### config.mk
export PLATFORM = sky130hd
export DESIGN_NAME = control_wave_flat
export DESIGN_NICKNAME = d
export VERILOG_FILES = /design/src/rtl/control_wave_pkg.sv /design/src/rtl/control_wave_if.sv /design/src/rtl/car_slot.sv /design/src/rtl/control_wave.sv /design/src/flat_wrapper.sv
export SDC_FILE = /design/constraint.sdc
export NUM_CORES = 1
export LEC_CHECK = 0
export ABC_AREA = 1
export BUFFER_PORTS_ARGS = -buffer_cell sky130_fd_sc_hd__buf_2
export CORE_MARGIN = 4
export CORE_UTILIZATION = 68
export CTS_BUF_LIST = sky130_fd_sc_hd__clkbuf_8
export DETAILED_ROUTE_END_ITERATION = 10
export PLACE_DENSITY = 0.95
export SKIP_LAST_GASP = 1
export SLEW_MARGIN = 20
export SYNTH_ARGS = -nofsm -noshare
export SYNTH_HDL_FRONTEND = slang
export SYNTH_SLANG_ARGS = --single-unit
### constraint.sdc
create_clock -name clk -period 4.4 [get_ports clk]
set_input_delay 0.66 -clock clk [delete_from_list [all_inputs] [get_ports clk]]
set_output_delay 0.66 -clock clk [all_outputs]
set_load 0.02 [all_outputs]
### src/rtl/control_wave_pkg.sv
// Shared definitions for the control_wave block: default parameter values,
// master FSM state encoding and a width helper for index/counter signals.
package control_wave_pkg;

  localparam int unsigned DEF_N_CARS     = 4;
  localparam int unsigned DEF_MAX_HP     = 3;
  localparam int unsigned DEF_SPAWN_GAP  = 60;
  localparam int unsigned DEF_PATH_STEPS = 160;

  typedef enum logic [2:0] {
    ST_IDLE,
    ST_WAIT_FRAME,
    ST_SCAN,
    ST_ERASE,
    ST_STEP,
    ST_DRAW,
    ST_NEXT,
    ST_DONE
  } state_e;

  // Width needed to hold 0..n-1, never less than one bit.
  function automatic int unsigned sel_width(input int unsigned n);
    return (n > 1) ? $clog2(n) : 1;
  endfunction

endpackage

### src/rtl/control_wave_if.sv
// Handshake/status bundle between the wave controller and its environment.
//   initiate, enable_draw      : wave start / frame tick pulses
//   hit[N_CARS]                : per-car damage pulses
//   erase_done, draw_done      : drawer completion pulses
//   car_sel                    : index of the car being serviced
//   erase_car/increment/draw_car : drawer/datapath commands for car_sel
//   active/destroyed/leaked    : per-car status
//   wave_busy/wave_done/frame_miss : wave status and overrun pulse
// slave = the controller, master = the environment driving it.
interface control_wave_if
  import control_wave_pkg::*;
#(
  parameter int unsigned N_CARS = DEF_N_CARS
);

  localparam int unsigned SEL_W = sel_width(N_CARS);

  logic              initiate;
  logic              enable_draw;
  logic [N_CARS-1:0] hit;
  logic              erase_done;
  logic              draw_done;
  logic [SEL_W-1:0]  car_sel;
  logic              erase_car;
  logic              increment;
  logic              draw_car;
  logic [N_CARS-1:0] active;
  logic [N_CARS-1:0] destroyed;
  logic [N_CARS-1:0] leaked;
  logic              wave_busy;
  logic              wave_done;
  logic              frame_miss;

  modport slave (
    input  initiate, enable_draw, hit, erase_done, draw_done,
    output car_sel, erase_car, increment, draw_car,
           active, destroyed, leaked, wave_busy, wave_done, frame_miss
  );

  modport master (
    output initiate, enable_draw, hit, erase_done, draw_done,
    input  car_sel, erase_car, increment, draw_car,
           active, destroyed, leaked, wave_busy, wave_done, frame_miss
  );

endinterface

### src/rtl/car_slot.sv
// One car slot: hit points, path position and sticky per-wave status.
//   clk, reset  : clock, asynchronous active-high reset
//   clear_i     : start of a new wave, wipes everything
//   spawn_i     : bring the car to life at full hp, step 0 (beats hit_i)
//   hit_i       : damage pulse, ignored unless the car is active
//   step_i      : advance one step along the path
//   active_o, destroyed_o, leaked_o : status
//   at_end_o    : the next step reaches the end of the path
module car_slot
  import control_wave_pkg::*;
#(
  parameter int unsigned MAX_HP     = DEF_MAX_HP,
  parameter int unsigned PATH_STEPS = DEF_PATH_STEPS
) (
  input  logic clk,
  input  logic reset,
  input  logic clear_i,
  input  logic spawn_i,
  input  logic hit_i,
  input  logic step_i,
  output logic active_o,
  output logic destroyed_o,
  output logic leaked_o,
  output logic at_end_o
);

  localparam int unsigned STEP_W = $clog2(PATH_STEPS + 1);
  localparam logic [STEP_W-1:0] LAST_STEP = STEP_W'(PATH_STEPS - 1);

  logic [3:0]        hp_q, hp_d;
  logic [STEP_W-1:0] step_q, step_d;
  logic              active_q, active_d;
  logic              destroyed_q, destroyed_d;
  logic              leaked_q, leaked_d;
  logic              killed;

  always_comb begin
    hp_d        = hp_q;
    step_d      = step_q;
    active_d    = active_q;
    destroyed_d = destroyed_q;
    leaked_d    = leaked_q;
    killed      = 1'b0;
    if (clear_i) begin
      hp_d        = '0;
      step_d      = '0;
      active_d    = 1'b0;
      destroyed_d = 1'b0;
      leaked_d    = 1'b0;
    end else if (spawn_i) begin
      active_d = 1'b1;
      hp_d     = 4'(MAX_HP);
      step_d   = '0;
    end else if (active_q) begin
      killed = hit_i && (hp_q == 4'd1);
      if (hit_i) hp_d = hp_q - 4'd1;
      if (step_i) step_d = step_q + STEP_W'(1);
      // A kill landing on the final step counts as destroyed, not leaked.
      if (killed) begin
        active_d    = 1'b0;
        destroyed_d = 1'b1;
      end else if (step_i && (step_q == LAST_STEP)) begin
        active_d = 1'b0;
        leaked_d = 1'b1;
      end
    end
  end

  always_ff @(posedge clk or posedge reset) begin
    if (reset) begin
      hp_q        <= '0;
      step_q      <= '0;
      active_q    <= 1'b0;
      destroyed_q <= 1'b0;
      leaked_q    <= 1'b0;
    end else begin
      hp_q        <= hp_d;
      step_q      <= step_d;
      active_q    <= active_d;
      destroyed_q <= destroyed_d;
      leaked_q    <= leaked_d;
    end
  end

  assign active_o    = active_q;
  assign destroyed_o = destroyed_q;
  assign leaked_o    = leaked_q;
  assign at_end_o    = active_q && (step_q == LAST_STEP);

endmodule

### src/rtl/control_wave.sv
// Wave controller: master FSM that services each car slot once per frame
// (erase, step, redraw), spawns cars on a fixed frame schedule and reports
// wave progress.
//   clk, reset : clock, asynchronous active-high reset
//   bus        : control_wave_if slave modport (commands, drawer handshake,
//                per-car status, wave status)
module control_wave
  import control_wave_pkg::*;
#(
  parameter int unsigned N_CARS     = DEF_N_CARS,
  parameter int unsigned MAX_HP     = DEF_MAX_HP,
  parameter int unsigned SPAWN_GAP  = DEF_SPAWN_GAP,
  parameter int unsigned PATH_STEPS = DEF_PATH_STEPS
) (
  input  logic           clk,
  input  logic           reset,
  control_wave_if.slave  bus
);

  localparam int unsigned SEL_W = sel_width(N_CARS);
  localparam int unsigned CNT_W = $clog2(N_CARS + 1);
  localparam int unsigned GAP_W = sel_width(SPAWN_GAP);

  state_e            state_q, state_d;
  logic [SEL_W-1:0]  sel_q, sel_d;
  logic [CNT_W-1:0]  spawned_q, spawned_d;
  logic [GAP_W-1:0]  gap_q, gap_d;      // accepted frames left until next spawn
  logic              miss_q, miss_d;
  logic              clear;
  logic              spawn_now;
  logic [N_CARS-1:0] spawn_vec, step_vec;
  logic [N_CARS-1:0] active, destroyed, leaked, at_end;
  logic              cur_active, cur_at_end;

  genvar g;
  generate
    for (g = 0; g < N_CARS; g++) begin : g_slot
      car_slot #(
        .MAX_HP     (MAX_HP),
        .PATH_STEPS (PATH_STEPS)
      ) u_slot (
        .clk         (clk),
        .reset       (reset),
        .clear_i     (clear),
        .spawn_i     (spawn_vec[g]),
        .hit_i       (bus.hit[g]),
        .step_i      (step_vec[g]),
        .active_o    (active[g]),
        .destroyed_o (destroyed[g]),
        .leaked_o    (leaked[g]),
        .at_end_o    (at_end[g])
      );
    end
  endgenerate

  assign cur_active = active[sel_q];
  assign cur_at_end = at_end[sel_q];

  always_comb begin
    spawn_vec = '0;
    step_vec  = '0;
    for (int unsigned i = 0; i < N_CARS; i++) begin
      spawn_vec[i] = spawn_now && (spawned_q == CNT_W'(i));
      step_vec[i]  = (state_q == ST_STEP) && (sel_q == SEL_W'(i));
    end
  end

  always_comb begin
    state_d   = state_q;
    sel_d     = sel_q;
    spawned_d = spawned_q;
    gap_d     = gap_q;
    clear     = 1'b0;
    spawn_now = 1'b0;
    miss_d    = bus.enable_draw && (state_q != ST_IDLE) &&
                (state_q != ST_WAIT_FRAME) && (state_q != ST_DONE);
    unique case (state_q)
      ST_IDLE, ST_DONE: begin
        if (bus.initiate) begin
          clear     = 1'b1;
          spawned_d = '0;
          gap_d     = '0;
          state_d   = ST_WAIT_FRAME;
        end
      end
      ST_WAIT_FRAME: begin
        if (bus.enable_draw) begin
          sel_d   = '0;
          state_d = ST_SCAN;
          if ((spawned_q != CNT_W'(N_CARS)) && (gap_q == '0)) begin
            spawn_now = 1'b1;
            spawned_d = spawned_q + CNT_W'(1);
            gap_d     = GAP_W'(SPAWN_GAP - 1);
          end else if (gap_q != '0) begin
            gap_d = gap_q - GAP_W'(1);
          end
        end
      end
      ST_SCAN: state_d = cur_active ? ST_ERASE : ST_NEXT;
      ST_ERASE: begin
        if (bus.erase_done) state_d = cur_active ? ST_STEP : ST_NEXT;
      end
      // at_end reflects the pre-increment step, i.e. this step hits the end.
      ST_STEP: state_d = (!cur_active || cur_at_end) ? ST_NEXT : ST_DRAW;
      ST_DRAW: begin
        if (bus.draw_done) state_d = cur_active ? ST_NEXT : ST_ERASE;
      end
      ST_NEXT: begin
        if (sel_q == SEL_W'(N_CARS - 1)) begin
          state_d = ((spawned_q == CNT_W'(N_CARS)) && (active == '0))
                    ? ST_DONE : ST_WAIT_FRAME;
        end else begin
          sel_d   = sel_q + SEL_W'(1);
          state_d = ST_SCAN;
        end
      end
      default: state_d = ST_IDLE;
    endcase
  end

  always_ff @(posedge clk or posedge reset) begin
    if (reset) begin
      state_q   <= ST_IDLE;
      sel_q     <= '0;
      spawned_q <= '0;
      gap_q     <= '0;
      miss_q    <= 1'b0;
    end else begin
      state_q   <= state_d;
      sel_q     <= sel_d;
      spawned_q <= spawned_d;
      gap_q     <= gap_d;
      miss_q    <= miss_d;
    end
  end

  always_comb begin
    bus.car_sel    = sel_q;
    bus.erase_car  = (state_q == ST_ERASE);
    bus.increment  = (state_q == ST_STEP);
    bus.draw_car   = (state_q == ST_DRAW);
    bus.active     = active;
    bus.destroyed  = destroyed;
    bus.leaked     = leaked;
    bus.wave_busy  = (state_q != ST_IDLE) && (state_q != ST_DONE);
    bus.wave_done  = (state_q == ST_DONE);
    bus.frame_miss = miss_q;
  end

endmodule
### src/flat_wrapper.sv
// flat-port wrapper written by rule: the top's interface ports become plain ports
module control_wave_flat import control_wave_pkg::*;
#(
  parameter int unsigned N_CARS     = DEF_N_CARS,
  parameter int unsigned MAX_HP     = DEF_MAX_HP,
  parameter int unsigned SPAWN_GAP  = DEF_SPAWN_GAP,
  parameter int unsigned PATH_STEPS = DEF_PATH_STEPS
)
  (clk, reset, bus_initiate, bus_enable_draw, bus_hit, bus_erase_done, bus_draw_done, bus_car_sel, bus_erase_car, bus_increment, bus_draw_car, bus_active, bus_destroyed, bus_leaked, bus_wave_busy, bus_wave_done, bus_frame_miss);
  control_wave_if #(.N_CARS(N_CARS)) bus_i ();
  input  logic clk;
  input  logic reset;
  input wire logic [$bits(bus_i.initiate)-1:0] bus_initiate;
  input wire logic [$bits(bus_i.enable_draw)-1:0] bus_enable_draw;
  input wire logic [$bits(bus_i.hit)-1:0] bus_hit;
  input wire logic [$bits(bus_i.erase_done)-1:0] bus_erase_done;
  input wire logic [$bits(bus_i.draw_done)-1:0] bus_draw_done;
  output wire logic [$bits(bus_i.car_sel)-1:0] bus_car_sel;
  output wire logic [$bits(bus_i.erase_car)-1:0] bus_erase_car;
  output wire logic [$bits(bus_i.increment)-1:0] bus_increment;
  output wire logic [$bits(bus_i.draw_car)-1:0] bus_draw_car;
  output wire logic [$bits(bus_i.active)-1:0] bus_active;
  output wire logic [$bits(bus_i.destroyed)-1:0] bus_destroyed;
  output wire logic [$bits(bus_i.leaked)-1:0] bus_leaked;
  output wire logic [$bits(bus_i.wave_busy)-1:0] bus_wave_busy;
  output wire logic [$bits(bus_i.wave_done)-1:0] bus_wave_done;
  output wire logic [$bits(bus_i.frame_miss)-1:0] bus_frame_miss;
  assign bus_i.initiate = bus_initiate;
  assign bus_i.enable_draw = bus_enable_draw;
  assign bus_i.hit = bus_hit;
  assign bus_i.erase_done = bus_erase_done;
  assign bus_i.draw_done = bus_draw_done;
  assign bus_car_sel = bus_i.car_sel;
  assign bus_erase_car = bus_i.erase_car;
  assign bus_increment = bus_i.increment;
  assign bus_draw_car = bus_i.draw_car;
  assign bus_active = bus_i.active;
  assign bus_destroyed = bus_i.destroyed;
  assign bus_leaked = bus_i.leaked;
  assign bus_wave_busy = bus_i.wave_busy;
  assign bus_wave_done = bus_i.wave_done;
  assign bus_frame_miss = bus_i.frame_miss;
  control_wave #(.N_CARS(N_CARS), .MAX_HP(MAX_HP), .SPAWN_GAP(SPAWN_GAP), .PATH_STEPS(PATH_STEPS)) u_core (.clk(clk), .reset(reset), .bus(bus_i));
endmodule
Word-level counts from Yosys, hierarchy flattened
Index checks and enable logic that the tools add are counted.
{"block": "word_totals", "ramBits": 0, "n_memories": 0, "register_bits": 75, "in_bits": 10, "mem_bits_ro": 0, "elab_cells": 279, "output_inout_bits": 20, "latchBits": 0}
{"block": "classes", "n_reduce_logical": 82, "shift": 0, "n_bitwise": 0, "eq_ne": 40, "mux": 120, "add_sub_neg": 11, "n_lt_le_gt_ge": 1, "n_mul": 0, "div_mod_pow": 0}
{"cell": "$mux 8", "count": 16}
{"cell": "$mux 4", "count": 16}
{"cell": "$mux 1", "count": 63}
{"cell": "$reduce_bool 3->1", "count": 13}
{"cell": "$mux 3", "count": 11}
{"cell": "$add 8x1->8 const B", "count": 4}
{"cell": "$eq 8x8->1 const B", "count": 4}
{"cell": "$reduce_and 4->1", "count": 7}
{"cell": "$reduce_bool 2->1", "count": 14}
{"cell": "$logic_and 1x1->1", "count": 26}
{"cell": "$mux 6", "count": 4}
{"cell": "$pmux 3 s7", "count": 1}
{"cell": "$ne 2x1->1 const B", "count": 9}
{"cell": "$eq 4x1->1 const B", "count": 4}
{"cell": "$reduce_and 2->1", "count": 8}
{"cell": "$sub 4x1->4 const B", "count": 4}
{"cell": "$eq 3x3->1 const B", "count": 5}
{"cell": "$reduce_and 3->1", "count": 5}
{"cell": "$eq 3x2->1 const B", "count": 4}
{"cell": "$pmux 6 s2", "count": 1}
{"cell": "$ne 2x2->1 const B", "count": 5}
{"cell": "$mux 2", "count": 4}
{"cell": "$eq 3x1->1 const B", "count": 2}
{"cell": "$logic_not 3->1", "count": 2}
{"cell": "other kinds (18)", "count": 22}

Logic depth before layout (Yosys ltp)
Gate-level depths: netlist (run 1).
{"block": "logic_depth", "ltp_word": 8, "depth_mapped": 11, "mapped_depth_nobuf": 11}

Modules after synthesis
A second synthesis (run 1) with hierarchy kept.
{"block": "unflattened", "hier_cells": 650, "hier_area_um2": 4830.9}
{"module": "car_slot", "cells_each": 110, "area_per_inst_um2": 838.3, "seq_area_each_um2": 375.4, "n_inst": 4}
{"module": "control_wave", "cells_each": 210, "area_per_inst_um2": 1477.7, "seq_area_each_um2": 375.4, "n_inst": 1}

Worst setup path before layout (run 1)
Ideal clock, no wire load.
{"block": "synth_path", "path_type": "reg-to-output", "startpoint": "reg u_core.state_q[1]", "endpoint": "out bus_draw_car", "path_buffers": 0, "path_stages_with_launch": 4, "required_time_ns": 3.740, "t_arrival_ns": 0.962, "slack_ns": 2.778, "path_cell_list": "dfrtp_1 > inv_1 > nand2_1 > nor2_1"}
{"block": "synth_between", "elab_chain_len": 1}
{"item": "start: declaration", "line_no": "control_wave.sv:24", "text": "state_e state_q, state_d;"}
{"item": "start signal: assignment", "line_no": "control_wave.sv:129", "text": "state_q <= state_d;"}
{"item": "$eq 3x3->1", "line_no": "control_wave.sv:141", "text": "bus.draw_car = (state_q == ST_DRAW);"}
{"item": "end: declaration", "line_no": "flat_wrapper.sv:21", "text": "output wire logic [$bits(bus_i.draw_car)-1:0] bus_draw_car;"}
No other way between the ends.

Worst setup path in the final report (run 1)
{"block": "layout_path", "startpoint": "reg u_core.state_q[2]", "endpoint": "out bus_wave_busy"}
{"block": "layout_between", "elab_chain_len": 2, "word_cells_on_any_way": 3, "classes_between": "eq/ne (1); reduce/logical (2)"}
{"item": "$ne 3x3->1 or $reduce_bool 3->1 (tied branches)", "line_no": "control_wave.sv:145", "text": "bus.wave_busy = (state_q != ST_IDLE) && (state_q != ST_DONE);"}
{"item": "$logic_and 1x1->1 (*)", "line_no": "control_wave.sv:145"}
{"item": "end: declaration", "line_no": "flat_wrapper.sv:25", "text": "output wire logic [$bits(bus_i.wave_busy)-1:0] bus_wave_busy;"}
Every way passes the cells marked *; elsewhere a longest branch is shown, timed or not.

==> impl.org, run 1 <==
** Finish
- After the last flow step, the layout net total stands at 611.
- Once layout is done, the placed cells without fillers occupy 0.004838 mm².
- The filler cells instantiated in the layout total 427.
- Fraction of layout cells with a size suffix above 1 :: 16.15%
- Area overhead of the layout relative to synthesis :: 7.656%
- The repair_antennas step left the layout with diodes totalling 0.

** STA
- For the final routed database, the setup TNS stands at 0 ns.
- Final worst path period share :: 48.19%
- Final setup violation count :: 0
- The final number of hold-violating endpoints was 0.
- Relative slew slack :: 40.19%
- Derived from the worst setup path, the maximum achievable clock frequency is 471.6 MHz.
- The worst path needs 2.120 ns of the cycle, external delays included.
- Final-report max-slew violation count :: 0
- Between clock sinks in the finished design, the worst skew comes to 0.01226 ns.
- At the pin with the least slew margin, the transition time is 0.8971 ns.
- Setup repair after global routing left no endpoint under its margin.

** Placement
- Detailed placement finished with a half-perimeter wire length of 7085 µm.
- The count of buffers added on input and output ports is 29.
- Dpl cell area :: 0.004637 mm²
- The congestion estimate from routability-driven global placement came to 0.8625.

** Floorplan
- Row count :: 29
- Initial cell density of the core :: 70.38%
- Die Height :: 89.30 µm
- Number of I/O pins :: 30
- DIE AREA :: 0.007974 mm²
- After floorplanning, the core was sized to cover 0.006386 mm².
- Die span in x :: 89.30 µm

** Critical path
- Endpoint class of the critical path :: primary output
- The endpoint identified for the worst register-to-register timing path is u_core.g_slot[0].u_slot.step_q[1]$_DFFE_PP0P_.
- The startpoint identified for the worst register-to-register timing path is u_core.spawned_q[0]$_DFFE_PP0P_.
- STA puts the critical path data arrival time at 1.46 ns.
- Along the worst path, the maximum fanout reaches 9.
- STA classifies the critical path startpoint as a flip-flop.
- Destination of the critical timing path :: bus_wave_busy
- Worst reg2reg setup slack :: 2.47 ns
- For the worst setup path, the data required time is 3.74 ns.
- Tracing the worst setup path back leads to its startpoint at u_core.state_q[2]$_DFFE_PP0P_.
- The worst setup path is of the reg2out kind.
- R2R depth :: 8

** Synth
- After synthesis the netlist holds a flip-flop and latch count of 75.
- Average instance area after synthesis :: 8.157 µm²
- Unique cell type count in the Yosys netlist :: 38
- Number of flops mapped to enable cells by yosys :: 0
- Mapped Nets :: 584
- In the synthesized netlist, the number of instances is 551.
- Fraction of synthesis flops using an asynchronous set or reset pin :: 100.0%
- Summing the sequential cell areas from Yosys gives 41.76% of the chip area.
- During synthesis, Yosys emitted a total of 0 warnings.
- Area of the mapped netlist :: 0.004494 mm²
- Dominant synthesized flop cell :: sky130_fd_sc_hd__dfrtp_1

** Detailed routing
- Final WL :: 9781 µm
- First DRT Iteration DRCs :: 243
- TritonRoute pass-1 iters :: 5
- In the routed design, unresolved DRC markers number 0.
- The routed layout has 3,811 vias.
- Antenna violation net count after detailed routing :: 0
- In the routed layout, each cell is associated on average with a via count of 5.783.
- WL/cell :: 14.84 µm

** Clock tree
- In this run the number of H-tree levels came out at 3.
- TritonCTS Buffers :: 9
- Clock tree synthesis found a total of 75 sinks.
- No sink is reached through more buffers than the 2 on the longest clock path.
- Buffers added to address setup during post-CTS repair amount to 0.
- Resized cells post-CTS :: 0
- After clock tree synthesis, the clock-pin slew on the worst setup and hold paths is 0.08 ns.
- Latest clock arrival within the worst-skew pair :: 0.35 ns
- Hold-fix buffer count after cts :: 0
- CTS tree :: built
- The cell sitting at the root of the clock tree is a sky130_fd_sc_hd__clkbuf_8.

** Job
- Across the run, the number of max-cap violations was 0.

** Min path
- In this run the worst hold path is classified as in2async.

** Power and ir drop
- Total power for the finished layout comes to 2366 µW.
- Maximum VDD drop :: 0.3189 mV
- The analysis attributes to cell leakage a power of 0.002462 µW.
- Power density cells :: 489.1 mW/mm²

** GRT
- First-pass GRT wire length :: 16,200 µm
- Vias in the first global route :: 3,714
- Total Routing Usage GR :: 26.52%
- Largest net degree at the start of global routing :: 54
- Global routing finished with a remaining overflow of 0.
- The number of antenna violations at the first check in global routing is 0.

** Outcome
- The flow ran to the end, and the final reports show no timing, DRC or antenna violations.
-- cell usage after synthesis, types with 9 or more instances --
cell type / instances / area (µm²)
sky130_fd_sc_hd__nand2_1: 112 / 420.4
sky130_fd_sc_hd__dfrtp_1: 75 / 1877
sky130_fd_sc_hd__nor2_1: 69 / 259.0
sky130_fd_sc_hd__inv_1: 65 / 244.0
sky130_fd_sc_hd__nand3_1: 36 / 180.2
sky130_fd_sc_hd__ha_1: 23 / 287.8
sky130_fd_sc_hd__a21oi_1: 21 / 105.1
sky130_fd_sc_hd__nor3_1: 21 / 105.1
sky130_fd_sc_hd__xor2_1: 20 / 175.2
sky130_fd_sc_hd__o21ai_0: 13 / 65.06
sky130_fd_sc_hd__buf_4: 12 / 90.09
sky130_fd_sc_hd__xnor2_1: 9 / 78.83
-- critical path, cell delays in order, from the launching register on --
cell and delay, ns:
sky130_fd_sc_hd__dfrtp_1 0.43, sky130_fd_sc_hd__inv_2 0.19, sky130_fd_sc_hd__nand2_1 0.13, sky130_fd_sc_hd__o21ai_4 0.12, sky130_fd_sc_hd__inv_1 0.08, sky130_fd_sc_hd__buf_2 0.16
-- sequential cells by signal, summed over array words and instances (netlist names) --
name                              count
u_core.bus.car_sel                    2
u_core.bus.frame_miss                 1
u_core.g_slot.u_slot.active_o         4
u_core.g_slot.u_slot.destroyed_o      4
u_core.g_slot.u_slot.hp_q            16
u_core.g_slot.u_slot.leaked_o         4
u_core.g_slot.u_slot.step_q          32
u_core.gap_q                          6
u_core.spawned_q                      3
u_core.state_q                        3
-- worst min-delay path by stage --
stage / start / end / slack, ns
after floorplan: u_core.gap_q[4]$_DFFE_PP0P_ / u_core.gap_q[4]$_DFFE_PP0P_ / 0.45
after global placement: u_core.gap_q[4]$_DFFE_PP0P_ / u_core.gap_q[4]$_DFFE_PP0P_ / 0.47
after detailed placement: u_core.gap_q[5]$_DFFE_PP0P_ / u_core.gap_q[5]$_DFFE_PP0P_ / 0.49
after CTS: u_core.gap_q[5]$_DFFE_PP0P_ / u_core.gap_q[5]$_DFFE_PP0P_ / 0.51
after global routing: u_core.gap_q[5]$_DFFE_PP0P_ / u_core.gap_q[5]$_DFFE_PP0P_ / 0.53
final: reset / u_core.g_slot[0].u_slot.destroyed_o$_DFFE_PP0P_ / 0.46
-- layout make-up --
cell class,instances,area [µm²],share of cell area (%)
clock buffers,11,151.4,3.129
clock inverters,4,48.80,1.009
inverters,74,284.0,5.870
multi-input cells,388,2228,46.06
flip-flops and latches,75,1877,38.79
well taps,77,96.34,1.991
repair buffers,30,152.6,3.155
-- metal layers --
layer,track usage [%],vias up,wire [µm],share of wire [%]
met5,0,-,0,0
met4,14.07,0,353,3.6
met2,47.09,152,5046,52
met3,4.424,38,564,5.8
li1,-,1804,-,-
met1,30.44,1817,3817,39
-- layout by cell type (no fill, tap or decap), types with 4 or more instances in the layout --
| master | n |
|---|---|
| sky130_fd_sc_hd__nand2_1 | 112 |
| sky130_fd_sc_hd__dfrtp_1 | 75 |
| sky130_fd_sc_hd__nor2_1 | 69 |
| sky130_fd_sc_hd__inv_1 | 64 |
| sky130_fd_sc_hd__nand3_1 | 36 |
| sky130_fd_sc_hd__buf_2 | 29 |
| sky130_fd_sc_hd__ha_1 | 23 |
| sky130_fd_sc_hd__nor3_1 | 21 |
| sky130_fd_sc_hd__a21oi_1 | 21 |
| sky130_fd_sc_hd__xor2_1 | 20 |
| sky130_fd_sc_hd__o21ai_0 | 13 |
| sky130_fd_sc_hd__clkbuf_8 | 11 |
| sky130_fd_sc_hd__xnor2_1 | 9 |
| sky130_fd_sc_hd__nand2_2 | 7 |
| sky130_fd_sc_hd__inv_2 | 7 |
| sky130_fd_sc_hd__a31oi_1 | 7 |
| sky130_fd_sc_hd__nand2_4 | 7 |
| sky130_fd_sc_hd__nor2_2 | 6 |
| sky130_fd_sc_hd__nand4_1 | 5 |
| sky130_fd_sc_hd__nor3_2 | 5 |
| sky130_fd_sc_hd__nor2_4 | 4 |
-- per-stage QoR --
step / setup slack (ns) / utilization, % / hold WS, ns / cells
floorplan: 1.830 / - / 0.4489 / 551
global placement: 2.495 / 72.61 / 0.4669 / 644
detailed placement: 2.461 / 72.61 / 0.4891 / 644
CTS: 2.276 / 75.74 / 0.5075 / 659
global route: 2.172 / 75.76 / 0.5289 / 659
finish: 2.280 / 75.76 / 0.4595 / 659
-- cells by family after synthesis --
group | share of synthesized area (%)
and+or+nand+nor | 31.10
buffers and inverters | 8.658
DFF | 41.76
AOI/OAI and AO/OA | 6.431
xor gates and xnor gates | 5.652
adders and majority gates | 6.403
-- report_power, final --
part           leakage [µW]  switching (µW)  internal (µW)
clock              0.000106             257            290
combinational       0.00133             622            290
sequential          0.00103             114            794
total               0.00246             993           1370
Power figures use the tool's default switching activity.
==> run 2: changes to the inputs <==
CORE_UTILIZATION = 57   (was 68)
PLACE_DENSITY = 0.86   (was 0.95)
clock period = 1.9 ns   (was 4.4 ns; I/O delays follow)
==> run 2 against run 1 <==
Setup slack lost 2.2 ns. Combinational power grew 140%. Routed wire length shrank 5.9%. Sequential cell count is the same. Largest power group unchanged.
==> impl.org, run 2 (same netlist as run 1, synthesis figures left out) <==
** Outcome
- Status :: finished, final reports clean

** STA
- Transition time at the pin with the least slew margin :: 0.5640 ns (-0.3331 ns)
- The final worst setup slack is 0.1041 ns (-2.176 ns).
- The normalized max-slew margin came to 62.05% (+22 points).
- In the finished design, the share of the clock period the worst path needs comes to 94.52%.
- Timing would allow up to 556.8 MHz.
- The worst path needs 1.796 ns of the cycle, external delays included.
- Setup repair after global routing could not meet its margin everywhere.
- The final number of hold-violating endpoints is 0 (unchanged).
- The setup violation total in the final timing report came to 0 (unchanged).
- The setup skew after layout is 0.006818 ns (-0.005446 ns).
- The final count of pins violating max slew is 0 (unchanged).

** Critical path
- Cells along the critical path :: inv_1 -> ha_1 -> nand4_2 -> nor2_4 -> inv_1 -> nand2_1 -> nand2_4 -> nor2_4 -> o21ai_1 -> nand2_1
- The biggest cell delay along the critical path is 0.40 ns (-0.03 ns).
- The setup path with the least slack is of type reg2reg.
- In this design, the largest share of critical-path delay is due to simple AND/OR/NAND/NOR gates.
- Endpoint class of the critical path :: flip-flop
- The slowest stage of the critical path belongs to the cell sky130_fd_sc_hd__dfrtp_1.
- Count of buffering cells on the critical path with inverters included :: 2 (-1)
- The maximum fanout along the worst path is 8 (-1).
- Critical Path AT :: 2.07 ns (+0.61 ns)
- Type of origin of the critical path :: flip-flop
- Endpoint required time on the critical path :: 2.18 ns (-1.56 ns)

** Finish
- Area overhead of the layout relative to synthesis :: 8.352%
- Most frequent cells in the layout :: sky130_fd_sc_hd__nand2_1, sky130_fd_sc_hd__dfrtp_1, sky130_fd_sc_hd__nor2_1
- Antenna cells :: 0 (unchanged)
- The ratio of cells with drive above 1 in the final layout was 16.55% (+0.40 points).
- Commonest non-fill, non-tap cell in the layout :: sky130_fd_sc_hd__nand2_1
- Ranked by flip-flop count, first place goes to u_core.g_slot.u_slot.step_q.
- Number of flip-flops in the largest register :: 32 (unchanged)
- Net count reported at finish :: 615 (+0.65%)
- The number of fill cells in the layout is 663 (+55%).
- The largest registers in the layout are u_core.g_slot.u_slot.step_q (32), u_core.g_slot.u_slot.hp_q (16), u_core.gap_q (6).
- Cell area after layout :: 0.004870 mm² (+0.65%)

** Floorplan
- DIE AREA :: 0.009369 mm² (+18%)
- Initial cell density of the core :: 58.46% (-12 points)
- The number of placed I/O pins was 30 (unchanged).
- The floorplan die width is 96.80 µm (+8.4%).
- The floorplan row count came to 32 (+10%).
- Standard cell core area :: 0.007687 mm² (+20%)
- The die height came to 96.80 µm (+8.4%).

** GRT
- Total Routing Usage GR :: 20.03% (-6.5 points)
- Largest net degree at the start of global routing :: 47 (-13%)
- The number of antenna violations at the first check in global routing came to 0 (unchanged).
- The total overflow reported by the global router came to 0 (unchanged).
- The first-pass GRT wire length was 15,830 µm (-2.3%).
- The via count of the first global-routing pass came to 3,648 (-1.8%).

** Detailed routing
- The detail-routed via count per cell is 5.346 (-7.6%).
- The routed via count was 3,678 (-3.5%).
- TritonRoute pass-1 iters :: 5 (unchanged)
- The number of antenna-violating nets in the routed design was 0 (unchanged).
- The aggregate routed wire length was 9203 µm (-5.9%).
- WL/cell :: 13.38 µm (-9.9%)
- The number of remaining DRC errors was 0 (unchanged).
- The initial detailed-routing violation count is 199 (-18%).

** Placement
- Detailed placer's ending HPWL :: 6859 µm (-3.2%)
- Buffers on Ports :: 29 (unchanged)
- The worst setup slack before clock tree synthesis was 0.1157 ns (-2.345 ns).
- RePlAce Congestion :: 0.9612 (+11%)
- The total placed instance area came to 0.004695 mm² (+1.2%).

** Clock tree
- Clock root buffer :: sky130_fd_sc_hd__clkbuf_8
- The clock latency on the worst-skew pair was 0.34 ns (about the same).
- Maximum buffer depth of the clock tree :: 2 (unchanged)
- The clock slew seen by the registers of the worst setup and hold paths was 0.08 ns (about the same).
- The number of H-tree branching levels is 3 (unchanged).
- The total clock buffers created by CTS is 9 (unchanged).
- The number of clock sinks seen by CTS was 75 (unchanged).
- Hold-fix buffer count after cts :: 0 (unchanged)
- TritonCTS built the clock tree.

** Min path
- Class of the tightest hold or removal check :: in2async

** Power and ir drop
- The power per standard cell area is 1088 mW/mm² (+120%).
- Maximum VDD drop :: 0.6701 mV (+110%)
- The static leakage came to 0.002466 µW (+0.16%).

** Job
- Max-cap viol count :: 0 (unchanged)
[run 2: cell types whose count changed in the layout (fill, tap and decap cells not counted), sizes merged]
cell,previous run,this run
inv,74,75
clkbuf,11,10
bufinv,1,0
clkinvlp,0,1
buf,30,34
[run 2: area by class of cell]
cell class	instances	area [µm²]	share of cell area, %
flip-flops and latches	75	1877	38.54
well taps	102	127.6	2.621
clock buffers	10	137.6	2.826
multi-input cells	388	2236	45.91
inverters	74	286.5	5.884
repair buffers	34	182.7	3.751
clock inverters	5	22.52	0.4625
[run 2: path summary, 6_finish.rpt]
| path | start | to | slack [ns] | cells after the start |
|---|---|---|---|---|
| worst max-delay path | u_core.gap_q[0]$_DFFE_PP0P_ | u_core.gap_q[3]$_DFFE_PP0P_ | 0.10 | 10 |
| worst min-delay path | reset | u_core.g_slot[3].u_slot.hp_q[2]$_DFFE_PP0P_ | 0.03 | 3 |
| worst max register to register | u_core.gap_q[0]$_DFFE_PP0P_ | u_core.gap_q[3]$_DFFE_PP0P_ | 0.10 | 10 |
| worst min register to register | u_core.gap_q[4]$_DFFE_PP0P_ | u_core.gap_q[4]$_DFFE_PP0P_ | 0.49 | 2 |
| max in group asynchronous | reset | u_core.g_slot[1].u_slot.step_q[5]$_DFFE_PP0P_ | 1.39 | 3 |
| min in group clk | bus_hit[1] | u_core.g_slot[1].u_slot.hp_q[0]$_DFFE_PP0P_ | 0.28 | 4 |
[run 2: what timing repair did]
item / CTS / global route
setup endpoints to repair: 0 / 13
gates resized for setup: 0 / 2
setup buffers: 0 / 1
[run 2: metrics by stage]
stage	hold WS, ns	util (%)	total power, µW	TNS [ns]	std cells
CTS	0.04350	63.15	5266	0	687
global placement	0.3993	61.07	4130	0	672
global route	0.06459	63.35	5674	-0.2781	688
detailed placement	0.4116	61.07	4226	0	672
finish	0.03464	63.35	5298	0	688
floorplan	0.4489	-	3754	0	551
[run 2: worst min-delay path, cell delays in order]
cell	delay [ns]
sky130_fd_sc_hd__buf_2	0.11
sky130_fd_sc_hd__clkinvlp_4	0.06
sky130_fd_sc_hd__buf_4	0.33
[run 2: layer usage]
layer	GRT usage (%)	up-vias	wire (µm)
met5	0	-	0
met4	7.559	0	195
met3	4.254	23	447
met2	33.70	91	4514
met1	25.32	1757	4045
li1	-	1807	-
[run 2: report_power, final]
part / internal [µW] / total [µW] / switching, µW
Combinational: 717 / 2180 / 1460
Clock: 486 / 1030 / 542
Sequential: 1840 / 2090 / 251
Total: 3040 / 5300 / 2250
